===== src/rtl/branch_target_buffer_pkg.sv =====
// rtl/branch_target_buffer_pkg.sv - shared FSM encoding and PC field extraction for the BTB
package branch_target_buffer_pkg;

  typedef enum logic [0:0] {
    ST_IDLE  = 1'b0,
    ST_CLEAR = 1'b1
  } btb_state_e;

  // Widest PC the field helpers accept; callers zero-extend into it.
  localparam int unsigned PC_MAX_W = 128;

  function automatic logic [PC_MAX_W-1:0] pc_field(input logic [PC_MAX_W-1:0] pc,
                                                   input int unsigned lsb,
                                                   input int unsigned width);
    logic [PC_MAX_W-1:0] mask;
    mask = (PC_MAX_W'(1) << width) - PC_MAX_W'(1);
    return (pc >> lsb) & mask;
  endfunction

  function automatic logic [PC_MAX_W-1:0] pc_index(input logic [PC_MAX_W-1:0] pc,
                                                   input int unsigned index_bits);
    return pc_field(pc, 2, index_bits);
  endfunction

  function automatic logic [PC_MAX_W-1:0] pc_tag(input logic [PC_MAX_W-1:0] pc,
                                                 input int unsigned index_bits,
                                                 input int unsigned tag_bits);
    return pc_field(pc, 2 + index_bits, tag_bits);
  endfunction

endpackage


===== src/rtl/btb_sat_counter.sv =====
// rtl/btb_sat_counter.sv - saturating up/down direction counter next-value function
module btb_sat_counter #(
  parameter int unsigned CNT_WIDTH = 2
) (
  input  logic [CNT_WIDTH-1:0] cnt_i,
  input  logic                 up_i,
  output logic [CNT_WIDTH-1:0] cnt_o
);

  localparam logic [CNT_WIDTH-1:0] CMAX = '1;

  always_comb begin
    cnt_o = cnt_i;
    if (up_i) begin
      if (cnt_i != CMAX) cnt_o = cnt_i + CNT_WIDTH'(1);
    end else begin
      if (cnt_i != '0) cnt_o = cnt_i - CNT_WIDTH'(1);
    end
  end

endmodule


===== src/rtl/branch_target_buffer.sv =====
// rtl/branch_target_buffer.sv - direct-mapped tagged BTB with direction counters, invalidate sweep, stats
module branch_target_buffer
  import branch_target_buffer_pkg::*;
#(
  parameter int unsigned PC_WIDTH  = 64,
  parameter int unsigned N_ENTRIES = 16,
  parameter int unsigned TAG_WIDTH = 8,
  parameter int unsigned CNT_WIDTH = 2
) (
  input  logic                clk_i,
  input  logic                rst_i,
  input  logic [PC_WIDTH-1:0] lookup_pc_i,
  output logic                pred_hit_o,
  output logic                pred_taken_o,
  output logic [PC_WIDTH-1:0] pred_target_o,
  input  logic                upd_valid_i,
  input  logic [PC_WIDTH-1:0] upd_pc_i,
  input  logic [PC_WIDTH-1:0] upd_target_i,
  input  logic                upd_taken_i,
  input  logic                upd_pred_taken_i,
  input  logic                inv_req_i,
  output logic                busy_o,
  output logic [31:0]         stat_updates_o,
  output logic [31:0]         stat_mispredicts_o
);

  localparam int unsigned INDEX_BITS = $clog2(N_ENTRIES);
  localparam logic [CNT_WIDTH-1:0] THRESH  = CNT_WIDTH'(1) << (CNT_WIDTH - 1);
  localparam logic [CNT_WIDTH-1:0] WEAK_NT = THRESH - CNT_WIDTH'(1);

  logic [N_ENTRIES-1:0] valid_q;
  logic [TAG_WIDTH-1:0] tag_q    [N_ENTRIES];
  logic [PC_WIDTH-1:0]  target_q [N_ENTRIES];
  logic [CNT_WIDTH-1:0] cnt_q    [N_ENTRIES];

  btb_state_e           state_q, state_d;
  logic [INDEX_BITS-1:0] ptr_q, ptr_d;
  logic [31:0]          stat_upd_q, stat_upd_d;
  logic [31:0]          stat_mis_q, stat_mis_d;

  logic [INDEX_BITS-1:0] lk_idx, up_idx;
  logic [TAG_WIDTH-1:0]  lk_tag, up_tag;
  logic                  busy, lk_hit, up_hit, upd_accept;
  logic [CNT_WIDTH-1:0]  cnt_next;

  assign lk_idx = INDEX_BITS'(pc_index(PC_MAX_W'(lookup_pc_i), INDEX_BITS));
  assign lk_tag = TAG_WIDTH'(pc_tag(PC_MAX_W'(lookup_pc_i), INDEX_BITS, TAG_WIDTH));
  assign up_idx = INDEX_BITS'(pc_index(PC_MAX_W'(upd_pc_i), INDEX_BITS));
  assign up_tag = TAG_WIDTH'(pc_tag(PC_MAX_W'(upd_pc_i), INDEX_BITS, TAG_WIDTH));

  assign busy = (state_q == ST_CLEAR);

  // Lookup reads pre-update contents; there is deliberately no write bypass.
  assign lk_hit        = !busy && valid_q[lk_idx] && (tag_q[lk_idx] == lk_tag);
  assign pred_hit_o    = lk_hit;
  assign pred_taken_o  = lk_hit && (cnt_q[lk_idx] >= THRESH);
  assign pred_target_o = lk_hit ? target_q[lk_idx] : '0;

  assign upd_accept = upd_valid_i && !busy;
  assign up_hit     = valid_q[up_idx] && (tag_q[up_idx] == up_tag);

  btb_sat_counter #(
    .CNT_WIDTH(CNT_WIDTH)
  ) u_sat_counter (
    .cnt_i(cnt_q[up_idx]),
    .up_i (upd_taken_i),
    .cnt_o(cnt_next)
  );

  always_ff @(posedge clk_i) begin
    if (rst_i) begin
      valid_q <= '0;
      for (int i = 0; i < N_ENTRIES; i++) begin
        tag_q[i]    <= '0;
        target_q[i] <= '0;
        cnt_q[i]    <= WEAK_NT;
      end
    end else begin
      if (upd_accept) begin
        if (up_hit) begin
          cnt_q[up_idx] <= cnt_next;
          if (upd_taken_i) target_q[up_idx] <= upd_target_i;
        end else if (upd_taken_i) begin
          valid_q[up_idx]  <= 1'b1;
          tag_q[up_idx]    <= up_tag;
          target_q[up_idx] <= upd_target_i;
          cnt_q[up_idx]    <= THRESH;
        end
      end
      // Updates are blocked while sweeping, so this never collides with an allocate.
      if (busy) valid_q[ptr_q] <= 1'b0;
    end
  end

  always_comb begin
    state_d = state_q;
    ptr_d   = ptr_q;
    case (state_q)
      ST_IDLE: begin
        if (inv_req_i) begin
          state_d = ST_CLEAR;
          ptr_d   = '0;
        end
      end
      ST_CLEAR: begin
        ptr_d = ptr_q + INDEX_BITS'(1);
        if (ptr_q == INDEX_BITS'(N_ENTRIES - 1)) begin
          state_d = ST_IDLE;
          ptr_d   = '0;
        end
      end
      default: state_d = ST_IDLE;
    endcase
  end

  assign stat_upd_d = stat_upd_q + 32'(upd_accept);
  assign stat_mis_d = stat_mis_q + 32'(upd_accept && (upd_taken_i != upd_pred_taken_i));

  always_ff @(posedge clk_i) begin
    if (rst_i) begin
      state_q    <= ST_IDLE;
      ptr_q      <= '0;
      stat_upd_q <= '0;
      stat_mis_q <= '0;
    end else begin
      state_q    <= state_d;
      ptr_q      <= ptr_d;
      stat_upd_q <= stat_upd_d;
      stat_mis_q <= stat_mis_d;
    end
  end

  assign busy_o             = busy;
  assign stat_updates_o     = stat_upd_q;
  assign stat_mispredicts_o = stat_mis_q;

endmodule


===== config.mk =====
export PLATFORM = sky130hd
export DESIGN_NAME = branch_target_buffer
export DESIGN_NICKNAME = d
export VERILOG_FILES = /design/src/rtl/branch_target_buffer_pkg.sv /design/src/rtl/btb_sat_counter.sv /design/src/rtl/branch_target_buffer.sv
export SDC_FILE = /design/constraint.sdc
export NUM_CORES = 2
export LEC_CHECK = 0
export BUFFER_PORTS_ARGS = -buffer_cell sky130_fd_sc_hd__buf_2
export CAP_MARGIN = 20
export CORE_MARGIN = 2
export CORE_UTILIZATION = 60
export DETAILED_ROUTE_END_ITERATION = 7
export PLACE_DENSITY_LB_ADDON = 0.25
export SYNTH_ARGS = -nofsm -noshare
export SYNTH_HDL_FRONTEND = slang
export SYNTH_SLANG_ARGS = --single-unit

===== constraint.sdc =====
create_clock -name clk_i -period 10.25 [get_ports clk_i]
set_clock_uncertainty 0.2 [all_clocks]
set_input_delay 0.5125 -clock clk_i [delete_from_list [all_inputs] [get_ports clk_i]]
set_output_delay 0.5125 -clock clk_i [all_outputs]
set_load 0.02 [all_outputs]

==> results.md <==
* result of the run: completed
* sequential element share of the synthesized area: 63.4%
* top post-synthesis cells by area: sky130_fd_sc_hd__edfxtp_1, sky130_fd_sc_hd__mux4_2, sky130_fd_sc_hd__and2_1, sky130_fd_sc_hd__dfxtp_1, sky130_fd_sc_hd__clkbuf_1
* DRC: 0
* power density cells: 174 mW/mm²
* total I/O pin count: 329
* antenna violations before repair: 16
* worst slew pin tran: 1380 ps
* horizontal die dimension: 317 µm
* clock insertion delay at the later pin of the skew report: 740 ps
* row cnt: 114
* Final min period: 5540 ps
* CTS tree: yes
* CP most frequent cell: sky130_fd_sc_hd__mux4_2
* category of the worst setup path launch point: input port
* share of power burned in combinational logic: 6.9%
* via-per-instance ratio: 6.41
* core area: 0.0969 mm²
* fraction of layout instances using a drive strength above 1: 22.4%
* top flip-flop cell by instance count after synthesis: sky130_fd_sc_hd__edfxtp_1
* most used cells in the layout excluding fill and tap cells: sky130_fd_sc_hd__edfxtp_1, sky130_fd_sc_hd__and2_1, sky130_fd_sc_hd__mux4_2, sky130_fd_sc_hd__buf_2, sky130_fd_sc_hd__nor2_1
* crit-path max cell delay: 950 ps
* share of synthesized cell area in full adder, half adder and majority cells: 0.170%
* xor/xnor cell area share of the yosys netlist: 1.10%
* largest area contributor in the netlist: sky130_fd_sc_hd__edfxtp_1
* register share of total power: 52.2%
* buffers inserted by post-CTS timing repair: 0
* starting DRC count in detailed routing: 4235
* total clock sinks: 1269
* distinct cell type count of the synthesized netlist: 51
* number of violations of the max-capacitance limit: 0
* wire length of the first global-routing pass: 226000 µm
* Leakage Power: 23.7 nW
* cell-by-cell trace of the critical path: clkbuf_8 > buf_4 > mux4_2 > mux4_2 > xor2_1 > nor4_1 > nand3_4 > buf_16 > nor2b_1 > buf_2
* WL per Instance: 29.0 µm
* final slew viol count: 0
* die area: 0.100 mm²
* overall die height: 317 µm
* via count of the first global-routing pass: 34600
* slowest cell on the critical path: sky130_fd_sc_hd__buf_4
* basic-gate share of the synthesized area counting and, or, nand and nor cells: 15.3%
* post-route setup TNS: 0 ps
* most common library cell in the layout ignoring fill and taps: sky130_fd_sc_hd__edfxtp_1
* setup violators final: 0
* CTS clk-pin slew, worst paths: 60 ps
* complex-gate fraction of the synthesized area: 1.72%
* effective utilization at floorplan: 60.6%
* highest clock frequency the design can meet: 0.181 GHz
* critical path required time: 9540 ps
* setup slack of the critical path after layout: 4710 ps
* Async S/R FF share, synth: 0%
* number of instances in the synthesized netlist: 3821
* element type at the critical path end: primary output
* vias post-DR: 34000
* total overflow reported by the global router: 0
* pin count of the biggest net entering global routing: 154
* critical path peak fanout: 57
* EDFF count, synth: 1184
* post-detailed-placement half-perimeter wirelength: 79900 µm
* synthesized flop and latch total: 1269
* detailed-routing iteration count for the pre-antenna-repair pass: 6
* number of hold-slack violations in the final timing report: 0
* largest family of logic cells by synthesized area: multiplexers
* placer congestion estimate: 0.849
* arrival time of the worst setup path: 4820 ps
* internal power consumption: 8.78 mW
* total of hold buffers inserted after clock tree synthesis: 18
* GR Util All Layers: 31.3%
* detailed-route wire length: 154000 µm
* Synth Cell Area: 0.0587 mm²
* net count after synthesis: 4027
* multiplexer area fraction after synthesis: 15.9%
* share of the synthesized area in the top cell type: 60.5%
* type of the worst setup path: in2out
* clock share of power: 40.9%
* net switching power: 2.51 mW
* clock buffers created by TritonCTS: 133
* setup repair after global routing missed its margin: false
* Ys Warns: 0
* switching portion of total power: 22.3%
* CTS resizes: 0
* remaining antenna violation count after routing: 0
* Hold/Removal Path Class: in2reg
* root buffer cell: sky130_fd_sc_hd__clkbuf_16
* Clock Path Buffers: 3
* Avg Synthesized Cell Area: 15.4 µm²
* Tcrit/Tclk final: 54.0%
* net count reported at finish: 4123
* total number of H-tree levels: 4
* reg-to-reg slack, setup: 5420 ps
* post-synthesis to final-layout area growth: 10.8%
* # port buffers: 224
* pre-CTS WS: 4210 ps
* Slew Limit Headroom: 7.70%
* worst vdd ir: 0.173 mV
-- logic make-up after synthesis --
kind of cell             after synthesis
XOR/XNOR                              74
adder cells (fa/ha/maj)                8
AND/OR/NAND/NOR                     1541
flip-flops                          1269
AO/OA/AOI/OAI                        150
multiplexers                         433
buffers and inverters                346
-- final cells by class --
class	instances	area (µm²)
clock buffers	167	3540
clock inverters	68	549
flip-flops and latches	1269	37300
fillers	6515	31800
inverters	13	48.8
well taps	1276	1600
diodes	8	20.0
repair buffers	294	1770
multi-input cells	2206	20300
-- metrics by stage --
stage / total power, mW / cells / utilization [%] / hold slack, ps / cell area, µm²
floorplan: 6.48 / 3821 / - / 252 / 58700
global placement: 6.75 / 5038 / 62.7 / 262 / 60700
detailed placement: 6.77 / 5039 / 62.7 / 278 / 60700
CTS: 11.3 / 5292 / 67.1 / 0.353 / 65000
global route: 11.6 / 5297 / 67.2 / 34.9 / 65000
finish: 11.3 / 5301 / 67.2 / 26.4 / 65000
-- Yosys cell counts (11+ instances only) --
| library cell | count |
|---|---|
| sky130_fd_sc_hd__buf_2 | 14 |
| sky130_fd_sc_hd__inv_1 | 12 |
| sky130_fd_sc_hd__buf_1 | 28 |
| sky130_fd_sc_hd__o21bai_1 | 16 |
| sky130_fd_sc_hd__nor2_1 | 180 |
| sky130_fd_sc_hd__a31oi_1 | 13 |
| sky130_fd_sc_hd__or2_2 | 24 |
| sky130_fd_sc_hd__clkbuf_1 | 287 |
| sky130_fd_sc_hd__xnor2_1 | 22 |
| sky130_fd_sc_hd__nor3_1 | 20 |
| sky130_fd_sc_hd__edfxtp_1 | 1184 |
| sky130_fd_sc_hd__and3_1 | 64 |
| sky130_fd_sc_hd__nor2b_1 | 87 |
| sky130_fd_sc_hd__o21ai_0 | 14 |
| sky130_fd_sc_hd__and2_1 | 1032 |
| sky130_fd_sc_hd__xor2_1 | 52 |
| sky130_fd_sc_hd__a21oi_1 | 42 |
| sky130_fd_sc_hd__a21o_1 | 26 |
| sky130_fd_sc_hd__nand4_1 | 11 |
| sky130_fd_sc_hd__nand3_1 | 29 |
| sky130_fd_sc_hd__mux2i_1 | 25 |
| sky130_fd_sc_hd__nand2_1 | 56 |
| sky130_fd_sc_hd__dfxtp_1 | 85 |
| sky130_fd_sc_hd__mux4_2 | 401 |
-- registers in the layout, indices dropped and copies added, names as in the netlist --
signal              count
busy_o                  1
cnt_q                  32
ptr_q                   4
stat_mispredicts_o     32
stat_updates_o         32
tag_q                 128
target_q             1024
valid_q                16
-- critical path: cells and delay by family --
family | cells | cell delay (ps)
buffers and inverters | 4 | 2000
AND/OR/NAND/NOR | 3 | 1170
multiplexers | 2 | 920
XOR/XNOR | 1 | 150
-- worst paths after layout --
path | from | endpoint | cells after the start
max | lookup_pc_i[4] | pred_target_o[11] | 10
min | upd_target_i[12] | target_q[0][12]$_SDFFCE_PN0P_ | 2
max reg2reg | busy_o$_SDFF_PP0_ | target_q[5][35]$_SDFFCE_PN0P_ | 8
min reg2reg | valid_q[1]$_SDFF_PP0_ | valid_q[1]$_SDFF_PP0_ | 1
-- power by group through the flow --
stage               Clock [mW]  Sequential [mW]  Combinational (mW)
finish                    4.61             5.90               0.780
global route              4.84             5.91               0.816
CTS                       4.65             5.90               0.778
detailed placement           0             6.00               0.769
global placement             0             5.99               0.762
floorplan                    0             5.98               0.502
-- metal layers --
| metal | share of wire, % | global-route usage (%) | routed length (µm) | vias up |
|---|---|---|---|---|
| met4 | 2.9 | 10.3 | 4400 | 12 |
| met3 | 9.6 | 6.59 | 14800 | 319 |
| met2 | 51 | 51.7 | 77800 | 1840 |
| met5 | 0.056 | 0 | 86 | - |
| li1 | - | - | - | 14300 |
| met1 | 37 | 42.0 | 56800 | 17500 |
Power figures use the tool's default switching activity.
